## config.mk

```make
export PLATFORM = sky130hd
export DESIGN_NAME = weight_preload_ctrl_flat
export DESIGN_NICKNAME = d
export VERILOG_FILES = /design/src/rtl/weight_preload_ctrl_if.sv /design/src/rtl/weight_preload_ctrl.sv /design/src/flat_wrapper.sv
export SDC_FILE = /design/constraint.sdc
export NUM_CORES = 1
export LEC_CHECK = 0
export ABC_AREA = 1
export CORE_MARGIN = 3
export CORE_UTILIZATION = 25
export CTS_BUF_LIST = sky130_fd_sc_hd__clkbuf_4 sky130_fd_sc_hd__clkbuf_8
export DETAILED_ROUTE_END_ITERATION = 10
export SLEW_MARGIN = 20
export SYNTH_ARGS = -nofsm -noshare
export SYNTH_HDL_FRONTEND = slang
export SYNTH_SLANG_ARGS = --single-unit
```

## constraint.sdc

```tcl
create_clock -name clk -period 2.8 [get_ports clk]
set_input_delay 0.7 -clock clk [delete_from_list [all_inputs] [get_ports clk]]
set_output_delay 0.7 -clock clk [all_outputs]
set_load 0.005 [all_outputs]
```

## src/rtl/weight_preload_ctrl_if.sv

```systemverilog
// Handshake, BRAM read port and preload-lane signals of the 5x5 weight preload controller.
interface weight_preload_ctrl_if;
  logic       start;
  logic [9:0] base_addr;
  logic       abort;
  logic       busy;
  logic       done;
  logic       bram_en;
  logic [9:0] bram_addr;
  logic [4:0] bram_dout;
  logic [4:0] weight_to_preload;
  logic       load_weight_preload;

  modport slave (
    input  start,
    input  base_addr,
    input  abort,
    input  bram_dout,
    output busy,
    output done,
    output bram_en,
    output bram_addr,
    output weight_to_preload,
    output load_weight_preload
  );

  modport master (
    output start,
    output base_addr,
    output abort,
    output bram_dout,
    input  busy,
    input  done,
    input  bram_en,
    input  bram_addr,
    input  weight_to_preload,
    input  load_weight_preload
  );
endinterface

```

## src/rtl/weight_preload_ctrl.sv

```systemverilog
// Reads the five columns of one 5x5 kernel from BRAM and streams them, in ascending address
// order, into the weight preload shift lanes (one bit per lane per load).
module weight_preload_ctrl (
  input  logic                  clk,
  input  logic                  rst_n,
  weight_preload_ctrl_if.slave  bus
);

  typedef enum logic [1:0] {StIdle, StFetch, StDrain, StDone} state_e;

  state_e     state_q, state_d;
  logic [2:0] cnt_q, cnt_d;
  logic [9:0] base_q, base_d;
  logic [9:0] addr_q, addr_d;
  logic       load_q, load_d;
  logic [2:0] cnt_inc;

  assign cnt_inc = cnt_q + 3'd1;

  always_ff @(posedge clk or negedge rst_n) begin
    if (!rst_n) begin
      state_q <= StIdle;
      cnt_q   <= 3'd0;
      base_q  <= 10'd0;
      addr_q  <= 10'd0;
      load_q  <= 1'b0;
    end else begin
      state_q <= state_d;
      cnt_q   <= cnt_d;
      base_q  <= base_d;
      addr_q  <= addr_d;
      load_q  <= load_d;
    end
  end

  always_comb begin
    state_d = state_q;
    cnt_d   = cnt_q;
    base_d  = base_q;
    addr_d  = addr_q;
    load_d  = 1'b0;
    unique case (state_q)
      StIdle: begin
        // start beats a simultaneous abort here: abort only cancels an active fetch
        if (bus.start) begin
          base_d  = bus.base_addr;
          addr_d  = bus.base_addr;
          cnt_d   = 3'd0;
          state_d = StFetch;
        end
      end
      StFetch: begin
        // data read in an aborted cycle is dropped, so it never reaches the lanes
        load_d = ~bus.abort;
        if (bus.abort) begin
          state_d = StIdle;
        end else if (cnt_q == 3'd4) begin
          state_d = StDrain;
        end else begin
          cnt_d  = cnt_inc;
          addr_d = base_q + 10'(cnt_inc);
        end
      end
      StDrain: begin
        state_d = bus.abort ? StIdle : StDone;
      end
      StDone: begin
        state_d = StIdle;
      end
      default: begin
        state_d = StIdle;
      end
    endcase
  end

  assign bus.busy                = (state_q != StIdle);
  assign bus.done                = (state_q == StDone);
  assign bus.bram_en             = (state_q == StFetch);
  assign bus.bram_addr           = addr_q;
  assign bus.load_weight_preload = load_q;
  assign bus.weight_to_preload   = load_q ? bus.bram_dout : 5'b00000;

endmodule

```

## src/flat_wrapper.sv

```systemverilog
// flat-port wrapper written by rule: the top's interface ports become plain ports
module weight_preload_ctrl_flat 
  (clk, rst_n, bus_start, bus_base_addr, bus_abort, bus_bram_dout, bus_busy, bus_done, bus_bram_en, bus_bram_addr, bus_weight_to_preload, bus_load_weight_preload);
  weight_preload_ctrl_if bus_i ();
  input  logic clk;
  input  logic rst_n;
  input wire logic [$bits(bus_i.start)-1:0] bus_start;
  input wire logic [$bits(bus_i.base_addr)-1:0] bus_base_addr;
  input wire logic [$bits(bus_i.abort)-1:0] bus_abort;
  input wire logic [$bits(bus_i.bram_dout)-1:0] bus_bram_dout;
  output wire logic [$bits(bus_i.busy)-1:0] bus_busy;
  output wire logic [$bits(bus_i.done)-1:0] bus_done;
  output wire logic [$bits(bus_i.bram_en)-1:0] bus_bram_en;
  output wire logic [$bits(bus_i.bram_addr)-1:0] bus_bram_addr;
  output wire logic [$bits(bus_i.weight_to_preload)-1:0] bus_weight_to_preload;
  output wire logic [$bits(bus_i.load_weight_preload)-1:0] bus_load_weight_preload;
  assign bus_i.start = bus_start;
  assign bus_i.base_addr = bus_base_addr;
  assign bus_i.abort = bus_abort;
  assign bus_i.bram_dout = bus_bram_dout;
  assign bus_busy = bus_i.busy;
  assign bus_done = bus_i.done;
  assign bus_bram_en = bus_i.bram_en;
  assign bus_bram_addr = bus_i.bram_addr;
  assign bus_weight_to_preload = bus_i.weight_to_preload;
  assign bus_load_weight_preload = bus_i.load_weight_preload;
  weight_preload_ctrl u_core (.clk(clk), .rst_n(rst_n), .bus(bus_i));
endmodule
```

==> results of run 1 <==
[synthesized netlist by cell type]
| cell type | count |
|---|---|
| nand3b_1 | 1 |
| dfrtp_1 | 26 |
| nand4_1 | 4 |
| inv_1 | 28 |
| xor2_1 | 1 |
| inv_2 | 1 |
| nand2_1 | 65 |
| buf_6 | 1 |
| a31oi_1 | 1 |
| nand2_4 | 1 |
| o211ai_1 | 1 |
| xnor2_1 | 1 |
| a21oi_1 | 5 |
| nor2_1 | 13 |
| ha_1 | 5 |
| o21ai_1 | 1 |
| o21ai_0 | 13 |
| o21ai_2 | 2 |
| or2_4 | 1 |
| inv_6 | 1 |
| nand3_1 | 12 |
| nor2_8 | 3 |
| or2_1 | 1 |
| fa_1 | 1 |
| buf_4 | 2 |
| nor3_1 | 2 |
| nand2_2 | 1 |
[cell type report]
cell class	instances	area [um2]
multi-input cells	135	714
well taps	72	90.1
repair buffers	39	385
fillers	602	3680
flip-flops and latches	26	651
inverters	30	118
clock buffers	3	41.3
[worst max path at each step]
stage	slack (ps)	cells after the start	end
final	350	4	bus_weight_to_preload[0]
after global routing	300	4	bus_weight_to_preload[4]
after CTS	340	4	bus_weight_to_preload[0]
after detailed placement	340	4	bus_weight_to_preload[0]
after global placement	360	4	bus_weight_to_preload[0]
after floorplan	940	12	u_core.bus.bram_addr[4]
[power groups by stage]
stage | Sequential [uW] | Clock [uW] | Combinational, uW
6_report | 683 | 216 | 1120
5_1_grt | 713 | 234 | 1280
4_1_cts | 686 | 223 | 1150
3_5_place_dp | 692 | 0 | 1140
3_3_place_gp | 688 | 0 | 1120
2_1_floorplan | 674 | 0 | 729
[metrics by stage]
stage                      util  hold WS, ps  cell area, um2  total power, uW
after floorplan               -          404            1510             1400
after global placement    0.345          465            1960             1810
after detailed placement  0.345          464            1960             1830
after CTS                 0.352          492            2000             2050
after global routing      0.352          515            2000             2230
final                     0.352          487            2000             2010
[registers in the layout (all words and copies together) (netlist names)]
name,flops
u_core.bus.bram_addr,10
u_core.state_q,2
u_core.base_q,10
u_core.bus.load_weight_preload,1
u_core.cnt_q,3
[per-layer routing]
layer,part of all wire,GRT usage,vias up
li1,-,-,689
met1,0.46,0.141,596
met2,0.49,0.183,29
met3,0.044,0.0197,4
met4,0.0083,0.0219,0
met5,0,0,-
[kinds of logic after synthesis]
| group | after synthesis | share of synthesized area |
|---|---|---|
| XOR/XNOR | 2 | 0.0116 |
| AND/OR/NAND/NOR | 104 | 0.323 |
| flip-flops | 26 | 0.431 |
| adder cells (fa/ha/maj) | 6 | 0.0547 |
| AO/OA/AOI/OAI | 23 | 0.0837 |
| buffers and inverters | 33 | 0.0954 |
[worst reg2reg max path, stage by stage (launching register included)]
cell	delay [ps]
dfrtp_1	420
inv_1	90
ha_1	330
inv_1	70
fa_1	430
inv_1	70
nand2_1	60
nand2_1	100
nand2_1	70
nand2_1	60
nand2_1	40
o21ai_0	170
nand2_1	80
[cells in the final DEF, fill, tap and decap left out, drive strengths merged]
cell type and count:
nand2 67, clkdlybuf4s50 37, inv 30, dfrtp 26
nor2 16, o21ai 16, nand3 12, a21oi 5
ha 5, nand4 4, clkbuf 3, nor3 2
buf 2, or2 2, xnor2 1, o211ai 1
xor2 1, a31oi 1, nand3b 1, fa 1
==> results.cfg, run 1 <==
[routing]
drt-total-wl_mm = 3.51
drt_iter0_drc = 53
vias = 1318
post_drt_via_cell_ratio = 4.32
postRouteAntennaNets = 0
first_pass_iters = 4
remaining_drc_errors = 0
wl_per_cell_um = 11.5

[clock_tree]
cts.sinks = 26
clockBufferDepth = 2
path_clk_slew_ps = 80
clock_latency_ps = 270
htreeDepth = 1
cts_root_buf = clkbuf_8
cts_resized = 0
cts_tree = yes
numCtsBuffers = 3
postCtsSetupRepairBufs = 0
holdBufCountCts = 0

[power_and_ir_drop]
switching_share = 0.427
power.leakage_uw = 0.000986
switchingPower_uw = 861
cell_internal_pwr_uw = 1150
clockPowerShare = 0.107
combPwrFrac = 0.554
p_per_area_mw_per_mm2 = 1010
seqPwrFrac = 0.339
vdd.ir_drop.worst_uv = 390

[worst_hold_path]
hp-class = flip-flop to flip-flop
min_path_cells = 2
min_from = u_core.bus.bram_addr[9]
holdPathEnd = u_core.bus.bram_addr[9]

[sta]
tns_ps = 0
tightest_slew_ps = 348
fin_skew_ps = 10.5
setup_ws_ps = 351
grt_setup_unrepaired = false
post-route-min-period_ps = 2450
setup-violations-final = 0
fin_crit_sh = 0.875
finalMaxSlewViolations = 0
timing.final.hold_violations = 0
max_freq_mhz = 408
slew_headroom = 0.768

[place]
dp_slack_ps = 342
globalplace.congestion = 0.760
io_buffers = 37
dp_hpwl_mm = 2.64
place_inst = 302

[grt]
grt_max_degree = 27
overflow = 0
antenna_found_initial = 0
grt_pass1_vias = 1347
grt_pass1_wl_mm = 6.29
grt.total_usage = 0.107

[yosys]
yosysTopAreaCellShare = 0.431
ys_seq_elements = 26
yosys-top-cells-area = dfrtp_1, nand2_1, inv_1
syn_inst = 194
yosysTopAreaCell = dfrtp_1
ys_seq_area_frac = 0.431
syn_avg_cell_area_um2 = 7.78
yosys.cell_types.count = 27
syn_area_mm2 = 0.00151
yosysWarnings = 0
synth_nets = 219

[floorplanning]
rows = 27
die_h_um = 83.7
initial_core_util = 0.266
dieArea_mm2 = 0.00700
die_w_um = 83.7
core_area_mm2 = 0.00568
ios = 38

[layout]
antennaDiodeCount = 0
nNetsFinal = 260
drive_gt1_frac = 0.0644
fin_cells = 305
area_growth_syn_to_layout_pct = 32.5

[worst_setup_path]
crit_start = bus_bram_dout[0]
r2r.worst_path.cells = 12
path_cells = clkdlybuf4s50_1 -> nand2_1 -> inv_1 -> clkdlybuf4s50_1
cp.required_ps = 2100
critical_path.max_stage_delay_ps = 490
path_buf_inv = 3
critPathSlowestCell = clkdlybuf4s50_1
cp-end-kind = primary output
reg2reg_slack_ps = 690
critical_path_arrival_ps = 1750
critPathLaunchType = input pin
crit_family = buffers and inverters
path_common_cell = clkdlybuf4s50_1
rr_endpoint = u_core.bus.bram_addr[4]
worstReg2RegStart = u_core.cnt_q[0]
crit_path_max_fanout = 1
critical_path_class = input pin to primary output

[run_status]
outcome = finished clean

[flow_run]
drv_cap = 0
No activity file was read; power rests on OpenSTA's default activity.
==> run 2: changes to the inputs <==
--- a/config.mk
+++ b/config.mk
@@ -10,6 +10,7 @@
 export CORE_UTILIZATION = 25
 export CTS_BUF_LIST = sky130_fd_sc_hd__clkbuf_4 sky130_fd_sc_hd__clkbuf_8
 export DETAILED_ROUTE_END_ITERATION = 10
+export PLACE_DENSITY = 0.43
 export SLEW_MARGIN = 20
 export SYNTH_ARGS = -nofsm -noshare
 export SYNTH_HDL_FRONTEND = slang
==> constraint.sdc (replaced) <==
create_clock -name clk -period 3 [get_ports clk]
set_input_delay 0.75 -clock clk [delete_from_list [all_inputs] [get_ports clk]]
set_output_delay 0.75 -clock clk [all_outputs]
set_load 0.005 [all_outputs]
==> run 2 against run 1 <==
Via count is 0.46% lower. Global-route usage is 0.66 points higher. Sequential share of layout area is 0.10 points lower. First-iteration DRC count is 21% lower.
==> results.cfg, run 2 (synthesis results as in run 1) <==
[run_status]
outcome = finished clean

[clock_tree]
numCtsBuffers = 3
path_clk_slew_ps = 90
postCtsSetupRepairBufs = 0
cts_tree = yes
cts.sinks = 26
cts_root_buf = clkbuf_8
cts_resized = 0
holdBufCountCts = 0
htreeDepth = 1
clock_latency_ps = 270
clockBufferDepth = 2

[flow_run]
drv_cap = 0

[sta]
whs_ps = 490
setup-violations-final = 0
fin_skew_ps = 6.63
timing.final.hold_violations = 0
fin_crit_sh = 0.847
grt_setup_unrepaired = false
finalMaxSlewViolations = 0
max_freq_mhz = 394
tightest_slew_ps = 378
post-route-min-period_ps = 2540
slew_headroom = 0.746
setup_ws_ps = 459
tns_ps = 0

[routing]
postRouteAntennaNets = 0
drt_iter0_drc = 42
drt-total-wl_mm = 3.72
post_drt_via_cell_ratio = 4.30
remaining_drc_errors = 0
first_pass_iters = 4
vias = 1312
wl_per_cell_um = 12.2

[worst_setup_path]
cp-end-kind = primary output
cp.required_ps = 2250
critPathLaunchType = input pin
critical_path_arrival_ps = 1790
crit_path_max_fanout = 1
reg2reg_slack_ps = 830
critical_path_class = input pin to primary output

[floorplanning]
core_area_mm2 = 0.00568
die_w_um = 83.7
initial_core_util = 0.266
rows = 27
die_h_um = 83.7
ios = 38
dieArea_mm2 = 0.00700

[place]
io_buffers = 37
dp_hpwl_mm = 2.83
dp_slack_ps = 452
place_inst = 301
globalplace.congestion = 0.779

[layout]
nNetsFinal = 259
layout_commonest_cell = nand2_1
final_cell_mix = nand2_1, clkdlybuf4s50_1, inv_1
fin_cells = 305
fillCellCount = 619
area_growth_syn_to_layout_pct = 32.9
drive_gt1_frac = 0.0644
antennaDiodeCount = 0

[grt]
grt.total_usage = 0.114
grt_max_degree = 27
grt_pass1_vias = 1335
grt_pass1_wl_mm = 6.47
overflow = 0
antenna_found_initial = 0

[worst_hold_path]
hp-class = flip-flop to flip-flop

[power_and_ir_drop]
power.leakage_uw = 0.000988
p_per_area_mw_per_mm2 = 953
vdd.ir_drop.worst_uv = 370
==> run 2: cell count changes in the layout (fill, tap and decap cells not counted), sizes merged <==
cell	before	now
buf	2	1
clkbuf	3	4
==> run 2: worst max-delay path, cell delays in order <==
cell             delay [ps]
clkdlybuf4s50_1         460
nand2_1                  50
inv_1                    50
clkdlybuf4s50_1         490
==> run 2: routing by layer <==
metal  wire, um  vias up  track usage
li1           -      684            -
met1       1740      598        0.144
met2       1810       28        0.201
met3        158        2       0.0207
met4         12        0       0.0219
met5          0        -            0
==> run 2: layout make-up <==
cell class,count,area [um2],area share
multi-input combinational,135,714,0.356
sequential,26,651,0.324
timing repair buffer,38,378,0.188
inverter,30,118,0.0586
tap,72,90.1,0.0449
clock buffer,4,55.1,0.0274
==> run 2: through the flow <==
| stage | total power, uW | cell area (um2) | utilization |
|---|---|---|---|
| 2_1_floorplan | 1310 | 1510 | - |
| 3_3_place_gp | 1720 | 1950 | 0.344 |
| 3_5_place_dp | 1720 | 1950 | 0.344 |
| 4_1_cts | 1960 | 2010 | 0.353 |
| 5_1_grt | 2130 | 2010 | 0.353 |
| 6_report | 1910 | 2010 | 0.353 |
==> run 2: where the power goes <==
group	internal, uW	switching [uW]
clock	117	113
combinational	460	580
sequential	515	128
==> run 2: final timing paths <==
| kind | start | endpoint | cells past startpoint |
|---|---|---|---|
| worst min register to register | u_core.bus.bram_addr[4] | u_core.bus.bram_addr[4] | 2 |
| max in group asynchronous | rst_n | u_core.bus.bram_addr[7] | 2 |
| worst min-delay path | u_core.bus.bram_addr[4] | u_core.bus.bram_addr[4] | 2 |
| worst max-delay path | bus_bram_dout[2] | bus_weight_to_preload[2] | 4 |
| worst max register to register | u_core.cnt_q[0] | u_core.bus.bram_addr[4] | 12 |
| min in group asynchronous | rst_n | u_core.base_q[1] | 2 |
